File: src/rtl/lock_pkg.sv
// Shared types and default configuration for the sequential combination lock.
// Optional lockout support is enabled with the LOCK_LOCKOUT_EN macro.
package lock_pkg;

    // Lock controller states; LOCKOUT is only reachable with LOCK_LOCKOUT_EN
    typedef enum logic [1:0] {
        LOCKED   = 2'd0,
        UNLOCKED = 2'd1,
        LOCKOUT  = 2'd2
    } lock_state_e;

    // Decoded meaning of the two push buttons on one clock edge
    typedef enum logic [1:0] {
        KEY_IDLE  = 2'd0,
        KEY_D0    = 2'd1,
        KEY_D1    = 2'd2,
        KEY_ABORT = 2'd3
    } key_e;

    localparam int DEF_CODE_LEN = 6;
    // MSB is the first digit entered: sequence 0,1,1,0,0,1
    localparam logic [DEF_CODE_LEN-1:0] DEF_CODE = 6'b011001;

`ifdef LOCK_LOCKOUT_EN
    localparam int DEF_MAX_FAIL       = 3;
    localparam int DEF_LOCKOUT_CYCLES = 16;
`endif

    // True when the key carries a digit (either 0 or 1)
    function automatic logic key_is_digit(input key_e k);
        return (k == KEY_D0) || (k == KEY_D1);
    endfunction

endpackage

File: src/rtl/lock_key_decode.sv
// Combinational decode of the two synchronised push buttons into a key event.
module lock_key_decode
    import lock_pkg::*;
(
    input  logic inp0_i,
    input  logic inp1_i,
    output key_e key_o
);

    // Both pressed aborts the attempt, neither pressed is an idle cycle
    always_comb begin
        unique case ({inp1_i, inp0_i})
            2'b01:   key_o = KEY_D0;
            2'b10:   key_o = KEY_D1;
            2'b11:   key_o = KEY_ABORT;
            default: key_o = KEY_IDLE;
        endcase
    end

endmodule

File: src/rtl/lock_fsm.sv
// Sequential combination lock: collects CODE_LEN digits per attempt and
// unlocks when the attempt equals CODE. Define LOCK_LOCKOUT_EN to add a
// lockout period after MAX_FAIL consecutive wrong attempts.
module lock_fsm
    import lock_pkg::*;
#(
    parameter int                  CODE_LEN       = DEF_CODE_LEN,
    parameter logic [CODE_LEN-1:0] CODE           = CODE_LEN'(DEF_CODE)
`ifdef LOCK_LOCKOUT_EN
    ,
    parameter int                  MAX_FAIL       = DEF_MAX_FAIL,
    parameter int                  LOCKOUT_CYCLES = DEF_LOCKOUT_CYCLES
`endif
) (
    input  logic clock,
    input  logic reset,
    input  logic inp0,
    input  logic inp1,
    output logic out
);

    localparam int CNT_W = $clog2(CODE_LEN + 1);

    key_e                 key;
    logic                 digit_bit;
    logic [CODE_LEN-1:0]  attempt;

    lock_state_e          state_q, state_d;
    // Holds the digits entered so far; the newest digit completes the value
    logic [CODE_LEN-2:0]  hist_q, hist_d;
    logic [CNT_W-1:0]     cnt_q, cnt_d;
    logic                 out_q, out_d;

`ifdef LOCK_LOCKOUT_EN
    localparam int FAIL_W = $clog2(MAX_FAIL + 1);
    localparam int LO_W   = $clog2(LOCKOUT_CYCLES + 1);
    logic [FAIL_W-1:0]    fail_q, fail_d;
    logic [LO_W-1:0]      lo_q, lo_d;
`endif

    lock_key_decode u_key_decode (
        .inp0_i (inp0),
        .inp1_i (inp1),
        .key_o  (key)
    );

    assign digit_bit = (key == KEY_D1);
    assign attempt   = {hist_q, digit_bit};

    // Next-state logic: digit framing, code compare and relock rules
    always_comb begin
        state_d = state_q;
        hist_d  = hist_q;
        cnt_d   = cnt_q;
`ifdef LOCK_LOCKOUT_EN
        fail_d  = fail_q;
        lo_d    = lo_q;
`endif
        unique case (state_q)
            LOCKED: begin
                if (key == KEY_ABORT) begin
                    cnt_d  = '0;
                    hist_d = '0;
                end else if (key_is_digit(key)) begin
                    if (cnt_q == CNT_W'(CODE_LEN - 1)) begin
                        // Last digit of the attempt: compare and restart framing
                        cnt_d  = '0;
                        hist_d = '0;
                        if (attempt == CODE) begin
                            state_d = UNLOCKED;
`ifdef LOCK_LOCKOUT_EN
                            fail_d  = '0;
`endif
                        end else begin
`ifdef LOCK_LOCKOUT_EN
                            if (fail_q >= FAIL_W'(MAX_FAIL - 1)) begin
                                state_d = LOCKOUT;
                                fail_d  = FAIL_W'(MAX_FAIL);
                                lo_d    = LO_W'(LOCKOUT_CYCLES);
                            end else begin
                                fail_d  = fail_q + FAIL_W'(1);
                            end
`endif
                        end
                    end else begin
                        hist_d = attempt[CODE_LEN-2:0];
                        cnt_d  = cnt_q + CNT_W'(1);
                    end
                end
            end
            UNLOCKED: begin
                if (key == KEY_ABORT) begin
                    state_d = LOCKED;
                    cnt_d   = '0;
                    hist_d  = '0;
                end else if (key_is_digit(key)) begin
                    // The relocking digit is the first digit of a new attempt
                    state_d = LOCKED;
                    hist_d  = (CODE_LEN-1)'(digit_bit);
                    cnt_d   = CNT_W'(1);
                end
            end
`ifdef LOCK_LOCKOUT_EN
            LOCKOUT: begin
                // Inputs ignored; leave once the down-counter reaches zero
                if (lo_q <= LO_W'(1)) begin
                    state_d = LOCKED;
                    lo_d    = '0;
                    fail_d  = '0;
                    cnt_d   = '0;
                    hist_d  = '0;
                end else begin
                    lo_d = lo_q - LO_W'(1);
                end
            end
`endif
            default: begin
                state_d = LOCKED;
                cnt_d   = '0;
                hist_d  = '0;
            end
        endcase
        out_d = (state_d == UNLOCKED);
    end

    // State and registered unlock output with asynchronous active-low reset
    always_ff @(posedge clock or negedge reset) begin
        if (!reset) begin
            state_q <= LOCKED;
            hist_q  <= '0;
            cnt_q   <= '0;
            out_q   <= 1'b0;
`ifdef LOCK_LOCKOUT_EN
            fail_q  <= '0;
            lo_q    <= '0;
`endif
        end else begin
            state_q <= state_d;
            hist_q  <= hist_d;
            cnt_q   <= cnt_d;
            out_q   <= out_d;
`ifdef LOCK_LOCKOUT_EN
            fail_q  <= fail_d;
            lo_q    <= lo_d;
`endif
        end
    end

    assign out = out_q;

endmodule

File: config.mk
export PLATFORM = sky130hd
export DESIGN_NAME = lock_fsm
export DESIGN_NICKNAME = d
export VERILOG_FILES = /design/src/rtl/lock_pkg.sv /design/src/rtl/lock_key_decode.sv /design/src/rtl/lock_fsm.sv
export SDC_FILE = /design/constraint.sdc
export NUM_CORES = 1
export LEC_CHECK = 0
export ABC_AREA = 1
export BUFFER_PORTS_ARGS = -buffer_cell sky130_fd_sc_hd__buf_2
export CORE_UTILIZATION = 35
export DETAILED_ROUTE_END_ITERATION = 10
export GPL_TIMING_DRIVEN = 0
export PLACE_DENSITY_LB_ADDON = 0.25
export SLEW_MARGIN = 0
export SYNTH_ARGS = -nofsm -noshare
export SYNTH_HDL_FRONTEND = slang
export SYNTH_SLANG_ARGS = --single-unit
File: constraint.sdc
create_clock -name clock -period 1.3 [get_ports clock]
set_input_delay 0.26 -clock clock [delete_from_list [all_inputs] [get_ports clock]]
set_output_delay 0.26 -clock clock [all_outputs]
set_load 0.05 [all_outputs]
Yosys cells after proc, flatten, opt, wreduce, memory -nomap -nowiden. Cells that the tools add are included. W data, S select, Z words.

Bits in registers: 11. Bits in latches: 0. RAM bits: 0. Bits in read-only memories: 0. Input bits: 4. Output and inout bits: 1. Word-level logic and storage cells: 40. Memories: 0.

Add/subtract/negate cells: 1. Multiply operators: 0. Div/mod/pow operators: 0. $lt $le $gt $ge: 0. Eq/ne operators: 12. Shift operators: 0. Muxes and demuxes: 20. Bitwise gates (word level): 0. Reductions and logical operators: 3.

Operators with widths (count): $mux W5 (5); $mux W3 (5); $mux W2 (6); $pmux W5 S2 (1); $eq A2 B1 Y1 const B (4); $eq A2 B2 Y1 const B (4); $eq A6 B5 Y1 const B (1); $ne A3 B3 Y1 const B (2); $pmux W2 S3 (1); $pmux W3 S2 (1); $pmux W2 S2 (1); $add A3 B1 Y3 const B (1); $eq A3 B3 Y1 const B (1); $logic_not A2 Y1 (1); $reduce_and A2 Y1 (1); $logic_or A1 B1 Y1 (1).

Longest topological paths before layout. Gate-level depths: netlist of run 1.

Depth after elaboration: 10. Gate-level depth with buffers: 7. Mapped depth without buffers: 7.

Modules after synthesis. A second synthesis of run 1 with hierarchy kept.

Cells, all modules: 71. Area, all modules: 594.3 µm².

By module, submodules not included: lock_fsm (instances 1, cells each 69, area an instance 586.8 µm², sequential area each 275.3 µm²); lock_key_decode (instances 1, cells each 2, area an instance 7.5 µm², sequential area each 0.0 µm²).

Worst setup path after synthesis of run 1. OpenSTA, ideal clock, no wires.

Kind: input-to-reg. Start point: input port inp0. End point: register cnt_q[1]. Library setup time: 0.121 ns. Arrival time: 0.892 ns. Data required time: 1.179 ns. Path slack: 0.287 ns. Stages on the path: 6. Path buffers: 0. Cell sequence: inv_1 -> ha_1 -> nand2_4 -> inv_2 -> a21oi_2 -> nor2_1.

Word-level cells in the longest chain between the ends: 6. Elaborated cells between the ends (all ways): 14. Those cells by class: eq/ne (8); mux (4); reduce/logical (2).

RTL lines: from (decl) (line lock_fsm.sv:17) `input logic inp0,`; $eq A2 B2 Y1 or $eq A2 B1 Y1 (tied branches) (line lock_key_decode.sv:12) `unique case ({inp1_i, inp0_i})`; $pmux W2 S3 * (line lock_key_decode.sv:12); $eq A2 B1 Y1 or $eq A2 B2 Y1 (tied branches) (line lock_pkg.sv:31) `return (k == KEY_D0) || (k == KEY_D1);`; $logic_or A1 B1 Y1 (line lock_pkg.sv:31); $ne A3 B3 Y1 (no line); $reduce_and A2 Y1 (no line); to (signal assigned) (line lock_fsm.sv:140) `cnt_q <= cnt_d;`; to (decl) (line lock_fsm.sv:31) `logic [CNT_W-1:0] cnt_q, cnt_d;`.

Mark *: on every way between the ends. The rest lies on a longest branch, timed or not. A chain may end at the register's enable or synchronous reset.

Worst setup path in the final report of run 1.
Start point: register out_q (netlist: out). End point: output port out.

RTL lines: from (decl) (line lock_fsm.sv:32) `logic out_q, out_d;`; from (signal assigned) (line lock_fsm.sv:141) `out_q <= out_d;`; to (decl) (line lock_fsm.sv:19) `output logic out`.

No word-level cell between the ends.

==> results of run 1 <==
-- cells in the mapped netlist --
cell / number
ha_1: 4
nand2_1: 14
nor2_4: 1
a21oi_2: 1
nand4_1: 2
nor2_1: 2
xor2_1: 1
a21oi_1: 2
conb_1: 1
nand3_4: 1
inv_2: 3
nor3_2: 1
nand2_4: 2
dfrtp_1: 11
nand3b_1: 1
inv_1: 6
nand3_1: 4
o21ai_0: 1
o21ai_1: 4
nor3_1: 4
-- sequential cells by signal, summed over array words and instances, names as in the netlist --
register / cells
hist_q: 5
cnt_q: 3
state_q: 2
out: 1
-- worst register-to-register path: cells and delay by family, from the launching register on --
kind | cells | cell delay (ns)
buffers and inverters | 1 | 0.11
flip-flops | 1 | 0.39
AO/OA/AOI/OAI | 2 | 0.28
AND/OR/NAND/NOR | 1 | 0.11
-- kinds of logic after synthesis --
| logic type | count (synthesis) |
|---|---|
| flip-flops | 11 |
| adder cells (fa/ha/maj) | 4 |
| XOR/XNOR | 1 |
| buffers and inverters | 9 |
| AND/OR/NAND/NOR | 32 |
| other | 1 |
| AO/OA/AOI/OAI | 8 |
-- cell type report --
cell class	count	area share [%]
Inverter	9	5.02
Clock buffer	4	3.90
Sequential cell	11	40.9
Timing Repair Buffer	5	4.46
Tap cell	16	2.97
Multi-Input combinational cell	46	42.8
-- stage by stage --
stage	instances	setup slack, ns	util (%)	hold WS, ns
global placement	86	0.0747	41.3	0.146
global route	91	0.167	43.7	0.411
finish	91	0.210	43.7	0.384
CTS	91	0.197	43.7	0.385
detailed placement	86	0.0600	41.3	0.145
floorplan	66	0.287	-	-0.0356
-- where the power goes --
part	leakage (nW)	switching (mW)	internal (mW)
Sequential	0.149	0.0124	0.354
Combinational	0.174	0.0507	0.0294
Clock	0.0150	0.110	0.119
-- worst min path at each step --
| stage | from | to | slack [ns] | cells past startpoint |
|---|---|---|---|---|
| 3_5_place_dp | reset | cnt_q[2] | 0.14 | 1 |
| 2_1_floorplan | reset | cnt_q[0] | -0.04 | 0 |
| 3_3_place_gp | reset | cnt_q[0] | 0.15 | 1 |
| 6_report | reset | cnt_q[0] | 0.38 | 2 |
| 4_1_cts | reset | cnt_q[2] | 0.39 | 2 |
| 5_1_grt | reset | cnt_q[2] | 0.41 | 2 |
-- layer usage --
metal | GRT usage [%] | up-vias
met2 | 19.7 | 7
met5 | 0 | -
li1 | - | 233
met1 | 17.2 | 190
met4 | 5.45 | 0
met3 | 7.66 | 2
==> impl_metrics.csv, run 1 <==
group,metric,value,unit
run_status,status,"complete, no violations",
worst_setup_path,crit_path_start_kind,"flip-flop",
clocking,clk_latency,0.27,ns
floorplan,placementRows,14,
layout,final_layout_size_suffix_gt1_share,21.3,%
worst_setup_path,path_class,"reg2out",
floorplan,io_pins,5,
sta,fin_skew,0.00674,ns
floorplan,die_h,43.3,um
routing,wl_met2,417,um
logic_synthesis,synthMuxAreaShare,0,%
worst_setup_path,worst-r2r-cell-count,4,
logic_synthesis,synthDistinctLibCells,20,
layout,stdcell_area,673,sq um
logic_synthesis,syn-num-nets,74,
worst_setup_path,worstPathBufferInverterCount,1,
logic_synthesis,syn_inst,66,
logic_synthesis,syn_area_per_cell,9.04,sq um
logic_synthesis,synth_top_area_cell,"dfrtp_1",
clocking,htreeDepth,1,
floorplan,start_util,38.7,%
worst_setup_path,slowest_delay,0.31,ns
worst_setup_path,arrival,0.83,ns
clocking,cts_tree,"built",
sta,hold_violations,0,
clocking,clockBufferDepth,2,
global_routing,antenna_found_initial,0,
routing,drt-met1-wl,499,um
sta,finalCritPeriodShare,83.8,%
layout,layout.cells.most_common,"nand2_1",
floorplan,core_area,0.00154,sq mm
placed_design,gp_congestion,0.761,
placed_design,post-dp-hpwl,759,um
layout,diodes,0,
power_and_ir_drop,peakVddDrop,0.000699,V
sta,fin_crit,1.09,ns
power_and_ir_drop,p_leak,0.338,nW
worst_setup_path,critPathMaxFanout,1,
clocking,post_cts_buffers,0,
sta,final.setup.tns,0,ns
sta,finalSetupViolCount,0,
logic_synthesis,synth_top_family_by_area,"simple AND/OR/NAND/NOR gates",
logic_synthesis,synth-compound-area-share,7.34,%
worst_setup_path,cp_top_family,"flip-flops",
logic_synthesis,syn-cell-area,597,sq um
worst_setup_path,r2r_setup_slack,0.29,ns
global_routing,grt_usage,13.8,%
logic_synthesis,ys_ff_latch,11,
layout,seqCellArea,275,sq um
routing,post_drt_via_cell_ratio,4.75,
min_path,min_path_type,"in2async",
logic_synthesis,synth_top_cells_by_area,"dfrtp_1, nand2_1, ha_1",
layout,fill_cells,150,
logic_synthesis,ys_seq_area_share,46.1,%
placed_design,placed_area,637,sq um
logic_synthesis,synth-xor-area-share,1.47,%
power_and_ir_drop,finalPower,0.676,mW
routing,met3_length,46,um
sta,fmax,0.918,GHz
logic_synthesis,synth_top_area_share,46.1,%
routing,dr.pass1.iters,3,
run,cap_violations,0,
routing,ant_nets,0,
global_routing,grt_max_degree,12,
floorplan,dieArea,0.00187,sq mm
placed_design,port_buffers,4,
routing,wl_per_cell,10.7,um
routing,drc,0,
floorplan,die-width,43.3,um
routing,drt-initial-drc-count,5,
global_routing,grt_pass1_vias,416,
global_routing,grt_pass1_wl,1.79,mm
power_and_ir_drop,p_per_area,1000,mW/mm^2
clocking,clk_pin_slew,0.07,ns
clocking,ctsResizeCount,0,
worst_setup_path,setup.worst_path.end,"out",
worst_setup_path,r2r-start,"cnt_q[1]",
layout,layout_common_cells,"nand2_1, dfrtp_1, inv_1",
routing,drt-total-wl,972,um
worst_setup_path,required,1.04,ns
routing,vias,432,
worst_setup_path,end_kind,"output pin",
global_routing,grt-ovfl-total,0,
worst_setup_path,reg2reg_to,"hist_q[1]",
logic_synthesis,synthAdderAreaFrac,8.39,%
worst_setup_path,critical_path_cell_count,1,
worst_setup_path,critPathSlowestCell,"dfrtp_1",
clocking,numCtsBuffers,3,
clocking,clockRootBuffer,"clkbuf_4",
layout,area_delta_synth_final,12.8,%
logic_synthesis,synth-simple-area-share,30.4,%
layout,nets,84,
clocking,postCtsHoldBufs,1,
sta,rsz0062_at_grt,"no",
logic_synthesis,yosysWarnings,0,
layout,multi_input_area,288,sq um
worst_setup_path,crit_start,"out",
worst_setup_path,path_cells,"buf_2",
clocking,cts.sinks,11,
routing,dr.max_layer_used,"met4",
sta,drv_slew,0,
No activity file was read; power rests on OpenSTA's default activity.
==> run 2, diff against run 1 <==
- clock period: 1.3 -> 1.1 ns (I/O delays scaled with it)
==> run 2 against run 1 <==
Sequential power up 18%. Die area did not move. Final cell count unchanged. First-iteration DRC count unchanged. Critical path depth is the same. Worst hold slack lost 0.040 ns. Critical path type unchanged.
==> impl_metrics.csv, run 2 (synthesis results as in run 1) <==
group,metric,value,unit
layout,layout.cells.most_common,"nand2_1",
floorplan,die_h,43.3,um
power_and_ir_drop,comb_power_share,11.8,%
power_and_ir_drop,peakVddDrop,0.000827,V
global_routing,grt_max_degree,12,
routing,drt-total-wl,972,um
sta,fin_crit,1.05,ns
layout,final_layout_size_suffix_gt1_share,21.3,%
sta,final.setup.tns,0,ns
floorplan,io_pins,5,
power_and_ir_drop,power_frac_clock,33.9,%
layout,top_register,"hist_q",
clocking,numCtsBuffers,3,
worst_setup_path,crit_path_start_kind,"flip-flop",
clocking,ctsResizeCount,0,
sta,fin_skew,0.00674,ns
layout,largest_reg_flops,5,
worst_setup_path,critPathMaxFanout,1,
worst_setup_path,worst-r2r-cell-count,4,
placed_design,post-dp-hpwl,759,um
worst_setup_path,slowest_delay,0.31,ns
power_and_ir_drop,p_int,0.594,mW
clocking,cts_tree,"built",
worst_setup_path,arrival,0.83,ns
min_path,min_path_type,"in2async",
routing,drt-initial-drc-count,5,
routing,ant_nets,0,
power_and_ir_drop,p_per_area,1190,mW/mm^2
layout,top_regs,"hist_q: 5 flops, cnt_q: 3 flops, state_q: 2 flops",
routing,dr.pass1.iters,3,
power_and_ir_drop,p_switching,0.205,mW
clocking,clk_latency,0.27,ns
floorplan,placementRows,14,
worst_setup_path,required,0.88,ns
routing,post_drt_via_cell_ratio,4.75,
placed_design,placed_area,637,sq um
worst_setup_path,worstPathBufferInverterCount,1,
layout,layout_common_cells,"nand2_1, dfrtp_1, inv_1",
global_routing,grt_usage,13.8,%
global_routing,grt_pass1_vias,416,
worst_setup_path,end_kind,"output pin",
layout,diodes,0,
sta,hold_violations,0,
worst_setup_path,r2r_setup_slack,0.09,ns
floorplan,core_area,0.00154,sq mm
routing,wl_per_cell,10.7,um
run,cap_violations,0,
worst_setup_path,critical_path_cell_count,1,
routing,vias,432,
placed_design,port_buffers,4,
layout,nets,84,
floorplan,dieArea,0.00187,sq mm
worst_setup_path,cp_top_family,"flip-flops",
global_routing,antenna_found_initial,0,
layout,stdcell_area,673,sq um
sta,rsz0062_at_grt,"yes",
floorplan,die-width,43.3,um
worst_setup_path,path_class,"reg2out",
floorplan,start_util,38.7,%
placed_design,gp_congestion,0.761,
layout,fill_cells,150,
global_routing,grt_pass1_wl,1.79,mm
power_and_ir_drop,p_sw_share,25.7,%
clocking,cts.sinks,11,
routing,drc,0,
clocking,htreeDepth,1,
worst_setup_path,path_cells,"buf_2",
sta,finalCritPeriodShare,95.4,%
run_status,status,"complete, no violations",
global_routing,grt-ovfl-total,0,
power_and_ir_drop,seqPwrFrac,54.3,%
clocking,clockBufferDepth,2,
power_and_ir_drop,p_leak,0.338,nW
clocking,clk_pin_slew,0.07,ns
clocking,clockRootBuffer,"clkbuf_4",
sta,finalSetupViolCount,0,
worst_setup_path,critPathSlowestCell,"dfrtp_1",
layout,area_delta_synth_final,12.8,%
sta,drv_slew,0,
sta,fmax,0.953,GHz
==> run 2: cell counts in the layout (fill, tap and decap cells not counted) <==
Identical to the previous run, type by type.
==> run 2: layout make-up <==
class	count	area, sq um	area share (%)
multi-input combinational	46	288	42.8
inverter	9	33.8	5.02
tap	16	20.0	2.97
sequential	11	275	40.9
clock buffer	4	26.3	3.90
timing repair buffer	5	30.0	4.46
==> run 2: power groups by stage <==
stage | Sequential [mW] | Combinational (mW) | Clock (mW)
6_report | 0.433 | 0.0946 | 0.271
5_1_grt | 0.435 | 0.110 | 0.306
4_1_cts | 0.433 | 0.0964 | 0.288
3_5_place_dp | 0.441 | 0.0935 | 0
3_3_place_gp | 0.441 | 0.0926 | 0
2_1_floorplan | 0.438 | 0.0666 | 0
==> run 2: worst reg2reg max path, stage by stage (launching register included) <==
cell	delay (ns)
dfrtp_1	0.39
inv_1	0.11
nand3_4	0.11
a21oi_2	0.22
a21oi_1	0.06
==> run 2: layer usage <==
metal	up-vias	wire [um]	global-route usage [%]
li1	233	-	-
met2	7	417	19.7
met3	2	46	7.66
met1	190	499	17.2
met5	-	0	0
met4	0	9	5.45
==> run 2: metrics by stage <==
| stage | hold slack (ns) | power, mW | instances | utilization [%] | setup slack (ns) |
|---|---|---|---|---|---|
| 2_1_floorplan | -0.0756 | 0.505 | 66 | - | 0.127 |
| 3_3_place_gp | 0.106 | 0.534 | 86 | 41.3 | -0.0853 |
| 3_5_place_dp | 0.105 | 0.535 | 86 | 41.3 | -0.100 |
| 4_1_cts | 0.345 | 0.817 | 91 | 43.7 | 0.0374 |
| 5_1_grt | 0.371 | 0.851 | 91 | 43.7 | -0.00650 |
| 6_report | 0.344 | 0.799 | 91 | 43.7 | 0.0502 |
==> run 2: repair_timing <==
action	4_1_cts	5_1_grt
hold buffers	1	0
setup endpoints to repair	0	2
buffers inserted	0	0
endpoints found under the hold margin	11	0
==> run 2: final timing paths <==
kind | from | end
setup / recovery | out | out
hold / removal | reset | cnt_q[0]
setup reg to reg | cnt_q[1] | hist_q[1]
hold reg to reg | hist_q[0] | hist_q[0]
max in group asynchronous | reset | hist_q[1]
min in group clock | inp1 | state_q[0]
